<file path="config.mk">
export PLATFORM = sky130hd
export DESIGN_NAME = get_seq_fsm
export DESIGN_NICKNAME = d
export VERILOG_FILES = /design/src/rtl/ctrl_types_pkg.sv /design/src/rtl/get_seq_fsm.sv
export SDC_FILE = /design/constraint.sdc
export NUM_CORES = 1
export LEC_CHECK = 0
export ABC_AREA = 1
export CORE_AREA = 5 5 93 95
export CTS_BUF_LIST = sky130_fd_sc_hd__clkbuf_2 sky130_fd_sc_hd__clkbuf_4 sky130_fd_sc_hd__clkbuf_8
export DETAILED_ROUTE_END_ITERATION = 6
export DIE_AREA = 0 0 98 100
export PLACE_DENSITY = 0.8
export SYNTH_ARGS = -nofsm -noshare
export SYNTH_HDL_FRONTEND = slang
export SYNTH_SLANG_ARGS = --single-unit
export TNS_END_PERCENT = 50
</file>
<file path="constraint.sdc">
create_clock -name clk -period 1.9 [get_ports clk]
set_clock_uncertainty 0.15 [all_clocks]
set_input_delay 0.285 -clock clk [delete_from_list [all_inputs] [get_ports clk]]
set_output_delay 0.285 -clock clk [all_outputs]
set_load 0.01 [all_outputs]
</file>
<file path="src/rtl/ctrl_types_pkg.sv">
// ============================================================================
//  Module   : ctrl_types_pkg
//  Purpose  : Shared cache-controller types: GET sequencer states and result.
//  Revision : 1.0
// ============================================================================
`default_nettype none

package ctrl_types_pkg;

    typedef enum logic [2:0] {
        GET_ST_START  = 3'd0,
        GET_ST_LOOKUP = 3'd1,
        GET_ST_WAIT   = 3'd2,
        GET_ST_READ   = 3'd3,
        GET_ST_RDATA  = 3'd4,
        GET_ST_STREAM = 3'd5,
        GET_ST_DONE   = 3'd6
    } get_state_e;

    typedef struct packed {
        logic hit;
        logic err;
    } get_result_t;

    // Counter/index width for n items, never narrower than one bit.
    function automatic int clog2_min1(input int n);
        return (n > 1) ? $clog2(n) : 1;
    endfunction

endpackage

`default_nettype wire

</file>
<file path="src/rtl/get_seq_fsm.sv">
// ============================================================================
//  Module   : get_seq_fsm
//  Purpose  : GET sequencer: key lookup, multi-word value read and streaming.
//             GET_SEQ_TIMEOUT_EN adds a lookup-response timeout.
//  Revision : 1.0
// ============================================================================
`default_nettype none

module get_seq_fsm
    import ctrl_types_pkg::*;
#(
    parameter  int KEY_W       = 32,
    parameter  int VAL_W       = 32,
    parameter  int NUM_ENTRIES = 16,
    parameter  int VALUE_WORDS = 4,
    parameter  int TIMEOUT_CYC = 64,
    localparam int IDX_W       = clog2_min1(NUM_ENTRIES),
    localparam int WCNT_W      = clog2_min1(VALUE_WORDS)
) (
    input  logic              clk,
    input  logic              rst_n,
    input  logic              en,
    input  logic              enter,
    input  logic [KEY_W-1:0]  key_i,
    output logic              lk_req_valid_o,
    output logic [KEY_W-1:0]  lk_key_o,
    input  logic              lk_req_ready_i,
    input  logic              lk_resp_valid_i,
    input  logic              lk_hit_i,
    input  logic [IDX_W-1:0]  lk_idx_i,
    output logic              rd_en_o,
    output logic [IDX_W-1:0]  rd_idx_o,
    output logic [WCNT_W-1:0] rd_word_o,
    input  logic [VAL_W-1:0]  rd_data_i,
    output logic              val_valid_o,
    output logic [VAL_W-1:0]  val_data_o,
    output logic              val_last_o,
    input  logic              val_ready_i,
    output logic              done_o,
    output logic              hit_o,
    output logic              err_o,
    output logic              busy_o
);

    localparam logic [WCNT_W-1:0] c_last_word = WCNT_W'(VALUE_WORDS - 1);

`ifdef GET_SEQ_TIMEOUT_EN
    localparam int                TCNT_W      = clog2_min1(TIMEOUT_CYC);
    localparam logic [TCNT_W-1:0] c_tcnt_last = TCNT_W'(TIMEOUT_CYC - 1);
    logic [TCNT_W-1:0] r_tcnt;
`endif

    get_state_e        r_state;
    logic [WCNT_W-1:0] r_wcnt;
    logic              r_lk_req_valid;
    logic [KEY_W-1:0]  r_lk_key;
    logic              r_rd_en;
    logic [IDX_W-1:0]  r_rd_idx;
    logic              r_val_valid;
    logic [VAL_W-1:0]  r_val_data;
    logic              r_val_last;
    logic              r_done;
    get_result_t       r_res;
    logic              r_busy;

    always_ff @(posedge clk) begin
        if (!rst_n) begin
            r_state        <= GET_ST_START;
            r_wcnt         <= '0;
            r_lk_req_valid <= 1'b0;
            r_lk_key       <= '0;
            r_rd_en        <= 1'b0;
            r_rd_idx       <= '0;
            r_val_valid    <= 1'b0;
            r_val_data     <= '0;
            r_val_last     <= 1'b0;
            r_done         <= 1'b0;
            r_res          <= '0;
            r_busy         <= 1'b0;
`ifdef GET_SEQ_TIMEOUT_EN
            r_tcnt         <= '0;
`endif
        end else if (enter) begin
            // Restart abandons whatever was in flight, independent of en.
            r_state        <= GET_ST_LOOKUP;
            r_lk_key       <= key_i;
            r_wcnt         <= '0;
            r_lk_req_valid <= 1'b1;
            r_rd_en        <= 1'b0;
            r_val_valid    <= 1'b0;
            r_val_last     <= 1'b0;
            r_done         <= 1'b0;
            r_res          <= '0;
            r_busy         <= 1'b1;
`ifdef GET_SEQ_TIMEOUT_EN
            r_tcnt         <= '0;
`endif
        end else if (en) begin
            r_rd_en <= 1'b0;
            r_done  <= 1'b0;
            r_res   <= '0;
            case (r_state)
                GET_ST_START: r_busy <= 1'b0;
                GET_ST_LOOKUP: begin
                    if (lk_req_ready_i) begin
                        r_lk_req_valid <= 1'b0;
                        r_state        <= GET_ST_WAIT;
`ifdef GET_SEQ_TIMEOUT_EN
                        r_tcnt         <= '0;
`endif
                    end
                end
                GET_ST_WAIT: begin
                    if (lk_resp_valid_i) begin
                        if (lk_hit_i) begin
                            r_rd_idx <= lk_idx_i;
                            r_rd_en  <= 1'b1;
                            r_state  <= GET_ST_READ;
                        end else begin
                            r_done   <= 1'b1;
                            r_state  <= GET_ST_DONE;
                        end
                    end
`ifdef GET_SEQ_TIMEOUT_EN
                    else if (r_tcnt == c_tcnt_last) begin
                        r_res.err <= 1'b1;
                        r_done    <= 1'b1;
                        r_state   <= GET_ST_DONE;
                    end else begin
                        r_tcnt    <= r_tcnt + TCNT_W'(1);
                    end
`endif
                end
                GET_ST_READ: r_state <= GET_ST_RDATA;
                GET_ST_RDATA: begin
                    // Memory data is valid only in the cycle after the strobe.
                    r_val_data  <= rd_data_i;
                    r_val_valid <= 1'b1;
                    r_val_last  <= (r_wcnt == c_last_word);
                    r_state     <= GET_ST_STREAM;
                end
                GET_ST_STREAM: begin
                    if (val_ready_i) begin
                        r_val_valid <= 1'b0;
                        r_val_last  <= 1'b0;
                        if (r_val_last) begin
                            r_done    <= 1'b1;
                            r_res.hit <= 1'b1;
                            r_state   <= GET_ST_DONE;
                        end else begin
                            r_wcnt    <= r_wcnt + WCNT_W'(1);
                            r_rd_en   <= 1'b1;
                            r_state   <= GET_ST_READ;
                        end
                    end
                end
                GET_ST_DONE: begin
                    r_busy  <= 1'b0;
                    r_state <= GET_ST_START;
                end
                default: begin
                    r_busy  <= 1'b0;
                    r_state <= GET_ST_START;
                end
            endcase
        end
    end

    assign lk_req_valid_o = r_lk_req_valid;
    assign lk_key_o       = r_lk_key;
    assign rd_en_o        = r_rd_en;
    assign rd_idx_o       = r_rd_idx;
    assign rd_word_o      = r_wcnt;
    assign val_valid_o    = r_val_valid;
    assign val_data_o     = r_val_data;
    assign val_last_o     = r_val_last;
    // A restart in the completion cycle suppresses the pulse.
    assign done_o         = r_done & ~enter;
    assign hit_o          = r_res.hit;
    assign busy_o         = r_busy;

`ifdef GET_SEQ_TIMEOUT_EN
    assign err_o = r_res.err;
`else
    logic w_unused_cfg;
    assign w_unused_cfg = r_res.err ^ (TIMEOUT_CYC != 0);
    assign err_o        = 1'b0;
`endif

endmodule

`default_nettype wire

</file>
==> results of run 1 <==
## power groups by stage
stage                     clock, mW  sequential (mW)  combinational, mW
after floorplan                   0             1.82              0.146
after global placement            0             1.79              0.472
after detailed placement          0             1.80              0.478
after CTS                      1.43             1.76              0.482
after global routing           1.50             1.76              0.524
final                          1.38             1.76              0.480
## routing by layer
metal	global-route usage [%]	vias to the layer above	part of all wire (%)
met5	0	-	0
met4	7.242	0	1.5
met3	6.602	9	9.0
met2	29.21	142	47
met1	21.17	1433	42
li1	-	1614	-
## sequential cells by signal, summed over array words and instances, names as in the netlist
register	count
lk_key_o	32
val_data_o	32
rd_idx_o	4
r_state	3
rd_word_o	2
busy_o	1
hit_o	1
lk_req_valid_o	1
r_done	1
rd_en_o	1
val_last_o	1
val_valid_o	1
## how the worst min path moves through the flow
stage,start,end,slack [ns]
after CTS,rst_n,lk_key_o[14]$_SDFFE_PN0P_,0.18
after global placement,rd_word_o[1]$_SDFFE_PP0P_,rd_word_o[1]$_SDFFE_PP0P_,0.30
final,rst_n,lk_key_o[9]$_SDFFE_PN0P_,0.21
after floorplan,en,hit_o$_SDFFE_PP0P_,0.23
after detailed placement,r_done$_SDFFE_PP0P_,r_done$_SDFFE_PP0P_,0.31
after global routing,rst_n,lk_key_o[4]$_SDFFE_PN0P_,0.21
## metrics by stage
step	cell area, um2	power, mW	worst slack [ns]
after CTS	4931	3.670	0.04622
after global placement	4706	2.266	0.03927
final	4931	3.613	0.05046
after detailed placement	4706	2.274	-0.1315
after floorplan	3078	1.962	0.5081
after global routing	4931	3.789	0.02791
## layout by cell type (no fill, tap or decap), types with 4 or more instances in the layout
cell / netlist / final
clkbuf_8: 0 / 10
a21oi_1: 11 / 11
buf_4: 2 / 10
nor2_1: 148 / 148
clkdlybuf4s50_1: 0 / 151
dfxtp_1: 80 / 80
o21ai_1: 11 / 11
inv_1: 12 / 12
nand2_1: 18 / 18
nand3_1: 14 / 14
inv_2: 4 / 4
o21ai_0: 69 / 69
## worst min-delay path, delay by kind of cell
kind / cells / cell delay (ns)
compound gates: 1 / 0.11
simple gates: 1 / 0.04
buf+inv: 1 / 0.21
## cell usage after synthesis (2+ instances only)
cell type	number	area [um2]
nor2_2	2	12.51
a21oi_1	11	55.05
inv_1	12	45.04
inv_2	4	15.01
clkbuf_1	12	45.04
nand2_1	18	67.56
buf_4	2	15.01
buf_6	5	56.30
clkbuf_2	2	10.01
dfxtp_1	80	1602
o211ai_1	2	15.01
o21ai_1	11	55.05
clkinv_1	2	7.510
o21ai_0	69	345.3
nor2_1	148	555.5
nand3_1	14	70.07
nor2_4	2	22.52
## cell families (layout without fill, tap and decap cells)
kind of cell	after synthesis	after routing	share of synthesized area [%]
AND/OR/NAND/NOR	188	188	25.00
AO/OA/AOI/OAI	94	94	15.49
flip-flops	80	80	52.03
buffers and inverters	41	199	6.666
adder cells (fa/ha/maj)	1	1	0.4064
other	1	1	0.1218
XOR/XNOR	1	1	0.2846
## layout make-up
cell class,count,area (um2),area share (%)
timing repair buffer,164,1632,33.09
multi-input combinational,285,1271,25.78
sequential,80,1602,32.48
tap,102,127.6,2.588
clock inverter,5,80.08,1.624
clock buffer,11,145.1,2.943
inverter,19,73.82,1.497
==> results.py, run 1 <==
metrics = {
    "run_status": {
        "outcome": "finished clean",
    },
    "floorplanning": {
        "ios": 154,
        "die_area_um2": 9800,
        "rows": 32,
        "die-height_um": 100,
        "die_x_um": 98,
        "start_util_pct": 40.25,
        "core_um2": 7647,
    },
    "cts": {
        "cts_resized": 0,
        "htreeDepth": 3,
        "path_clk_slew_ns": 0.07,
        "cts_buffers": 9,
        "cts_hold_buf": 0,
        "cts_max_path_buffers": 2,
        "cts_tree": "yes",
        "root_buffer": "clkbuf_8",
        "insertion_delay_ns": 0.33,
        "postCtsSetupBuffers": 0,
        "cts.sinks": 80,
    },
    "routing": {
        "ant_nets": 0,
        "drt_iter0_drc": 118,
        "wl_per_cell_um": 13.52,
        "vias": 3198,
        "drt_wl_total_mm": 9.005,
        "drtPass1Iterations": 5,
        "drc": 0,
        "viasPerCell": 4.802,
    },
    "pwr": {
        "power_density_nw_per_um2": 732.8,
        "power_leakage_nw": 1.889,
        "internal_power_mw": 2.797,
        "clkPwrFrac_pct": 38.1,
        "seqPwrFrac_pct": 48.6,
        "switchingPower_mw": 0.8162,
        "combPwrFrac_pct": 13.3,
        "switching_share_pct": 22.59,
        "peakVddDrop_mv": 0.4324,
    },
    "global_routing": {
        "grt_usage_pct": 17.82,
        "grt_overflow": 0,
        "grt_pass1_wl_mm": 14.25,
        "first_global_vias": 3007,
        "grt_max_degree": 56,
        "antenna_found_initial": 0,
    },
    "sta": {
        "fmax_ghz": 0.5407,
        "post-route-period-util_pct": 97.34,
        "rsz0062_at_grt": "no",
        "holdWs_ns": 0.2107,
        "setup_viol_count_final": 0,
        "drv_slew": 0,
        "hold_viol": 0,
        "setup_tns_ns": 0,
        "fin_crit_ns": 1.850,
    },
    "placement": {
        "io_buffers": 152,
        "gp_congestion": 0.8588,
        "dp.cells": 650,
        "dpl.hpwl_mm": 6.752,
    },
    "hold_path": {
        "hold_class": "in -> reg",
        "whs_path_depth": 3,
    },
    "synthesis": {
        "synthDistinctLibCells": 27,
        "ys.flop_type": "dfxtp_1",
        "synth_edf_count": 0,
        "synth_cells": 406,
        "synth_seq_cells": 80,
        "syn-cell-area_um2": 3078,
        "ys_seq_area_share_pct": 52.03,
        "ys.warnings.count": 0,
        "synth_fp_nets": 483,
        "postSynthAreaPerCell_um2": 7.581,
        "async_flop_share_pct": 0,
    },
    "setup_path": {
        "worstReg2RegStart": "r_state[0]$_SDFFE_PN0P_",
        "cpMostUsedCell": "clkdlybuf4s50_1",
        "cp_max_fo": 3,
        "end_kind": "primary output",
        "crit_family": "buffers and inverters",
        "crit_start": "enter",
        "crit_chain": "clkdlybuf4s50_1, nor2_1, clkdlybuf4s50_1",
        "critical_path_depth": 3,
        "arrival_ns": 1.41,
        "r2r_end": "rd_idx_o[2]$_SDFFE_PN0P_",
        "worst-setup-path-type": "in -> out",
        "critPathMaxStageDelay_ns": 0.54,
        "r2r.worst_path.cells": 7,
        "start_kind": "input port",
        "cpMaxStageDelayCell": "clkdlybuf4s50_1",
        "endpoint": "done_o",
        "cp_num_buf_inv": 2,
        "worstPathRequired_ns": 1.46,
        "rrSetupSlack_ns": 0.27,
    },
    "finish": {
        "syn_to_final_growth_pct": 60.20,
        "final_util_pct": 64.48,
        "instances_no_fill": 666,
        "drive_above_1_share_pct": 7.092,
        "nets": 636,
        "antenna-diode-count": 0,
        "fill_cells": 662,
    },
    "flow_run": {
        "drv_cap": 0,
    },
}
(Power assumes the default switching activity.)
==> run 2: changes to the inputs <==
Settings changed: CORE_AREA 5 5 93 95 to 4 4 92 94, DIE_AREA 0 0 98 100 to 0 0 96 98.
==> results.py, run 2 (same netlist as run 1, synthesis figures left out) <==
metrics = {
    "run_status": {
        "outcome": "finished clean",
    },
    "finish": {
        "design_area_um2": 4972,
        "layout_common_cells": "clkdlybuf4s50_1, nor2_1, dfxtp_1",
        "drive_above_1_share_pct": 7.584,
        "syn_to_final_growth_pct": 61.54,
        "antenna-diode-count": 0,
        "nets": 639,
        "final_common_cell": "clkdlybuf4s50_1",
        "final_util_pct": 65.02,
    },
    "pwr": {
        "peakVddDrop_mv": 0.5663,
        "power_leakage_nw": 1.924,
        "power_density_nw_per_um2": 756.2,
        "total_power_mw": 3.760,
    },
    "global_routing": {
        "antenna_found_initial": 0,
        "first_global_vias": 3042,
        "grt_pass1_wl_mm": 14.23,
        "grt_usage_pct": 18.84,
        "grt_overflow": 0,
        "grt_max_degree": 36,
    },
    "setup_path": {
        "worstReg2RegStart": "r_state[1]$_SDFFE_PP0P_",
        "r2r_end": "val_data_o[4]$_SDFFE_PN0P_",
        "end_kind": "primary output",
        "start_kind": "flip-flop",
        "worstPathRequired_ns": 1.46,
        "arrival_ns": 1.33,
        "cp_max_fo": 2,
        "rrSetupSlack_ns": 0.26,
        "r2r.worst_path.cells": 5,
        "worst-setup-path-type": "reg -> out",
        "crit_start": "r_done$_SDFFE_PP0P_",
    },
    "flow_run": {
        "drv_cap": 0,
    },
    "sta": {
        "fmax_ghz": 0.5667,
        "fin_crit_ns": 1.765,
        "setup_viol_count_final": 0,
        "setup_tns_ns": 0,
        "rsz0062_at_grt": "no",
        "drv_slew": 0,
        "hold_viol": 0,
        "post-route-period-util_pct": 92.88,
        "setup_ws_ns": 0.1353,
    },
    "hold_path": {
        "whs_path_depth": 3,
        "hold_class": "in -> reg",
        "min_to": "r_state[0]$_SDFFE_PN0P_",
        "min_from": "rst_n",
    },
    "cts": {
        "cts_buffers": 9,
        "htreeDepth": 3,
        "root_buffer": "clkbuf_8",
        "cts_tree": "yes",
        "insertion_delay_ns": 0.33,
        "cts_max_path_buffers": 2,
        "path_clk_slew_ns": 0.08,
        "cts.sinks": 80,
    },
    "placement": {
        "placed_area_um2": 4716,
        "dp_slack_ns": 0.00001465,
        "dpl.hpwl_mm": 6.782,
        "gp_congestion": 0.8974,
        "io_buffers": 152,
    },
    "routing": {
        "wl_met3_um": 863,
        "wirelength_met1_mm": 3.665,
        "viasPerCell": 4.755,
        "routed.top_layer": "met4",
        "drt_wl_total_mm": 8.893,
        "wl_met2_mm": 4.210,
        "vias": 3181,
        "wl_per_cell_um": 13.29,
        "ant_nets": 0,
        "drt_iter0_drc": 75,
        "drtPass1Iterations": 4,
        "drc": 0,
    },
    "floorplanning": {
        "ios": 154,
        "core_um2": 7647,
        "die_area_um2": 9408,
        "rows": 32,
        "die-height_um": 98,
        "die_x_um": 96,
        "start_util_pct": 40.25,
    },
}
==> run 2: final cells by class <==
class / count / area (um2)
Fill cell: 662 / 2675
Timing Repair Buffer: 167 / 1644
Sequential cell: 80 / 1602
Multi-Input combinational cell: 285 / 1271
Clock buffer: 10 / 137.6
Tap cell: 102 / 127.6
Clock inverter: 6 / 116.4
Inverter: 19 / 73.82
==> run 2: stage by stage <==
step / instances / hold slack (ns)
after global routing: 669 / 0.2249
final: 669 / 0.2102
after CTS: 669 / 0.1947
after floorplan: 406 / 0.2285
after global placement: 653 / 0.2997
after detailed placement: 653 / 0.3162
==> run 2: worst max-delay path by stage <==
stage	cells past startpoint	slack [ns]	endpoint
finish	3	0.14	done_o
global route	3	0.05	done_o
CTS	3	0.01	done_o
detailed placement	6	0.00001	val_data_o[4]$_SDFFE_PN0P_
global placement	3	0.03	done_o
floorplan	6	0.51	val_data_o[0]$_SDFFE_PN0P_
==> run 2: per-layer routing <==
layer	track usage, %	up-vias
met4	6.783	0
li1	-	1616
met2	30.91	130
met3	6.317	13
met5	0	-
met1	22.65	1422
==> run 2: repair_timing <==
| item | CTS | global route |
|---|---|---|
| endpoints found under the hold margin | 0 | 0 |
| hold buffers | 0 | 0 |
| endpoints found under the setup margin | 0 | 1 |
| resized for setup | 0 | 1 |
| buffers inserted | 0 | 0 |
==> run 2: where the power goes <==
group	total (mW)	switching [mW]	internal [mW]
Clock	1.53	0.614	0.916
Sequential	1.76	0.0282	1.73
Combinational	0.474	0.197	0.277
==> run 2: worst max-delay path, cell delays in order (launching register included) <==
cell and delay, ns:
dfxtp_1 0.34, inv_1 0.04, nor2_1 0.08, clkdlybuf4s50_1 0.54
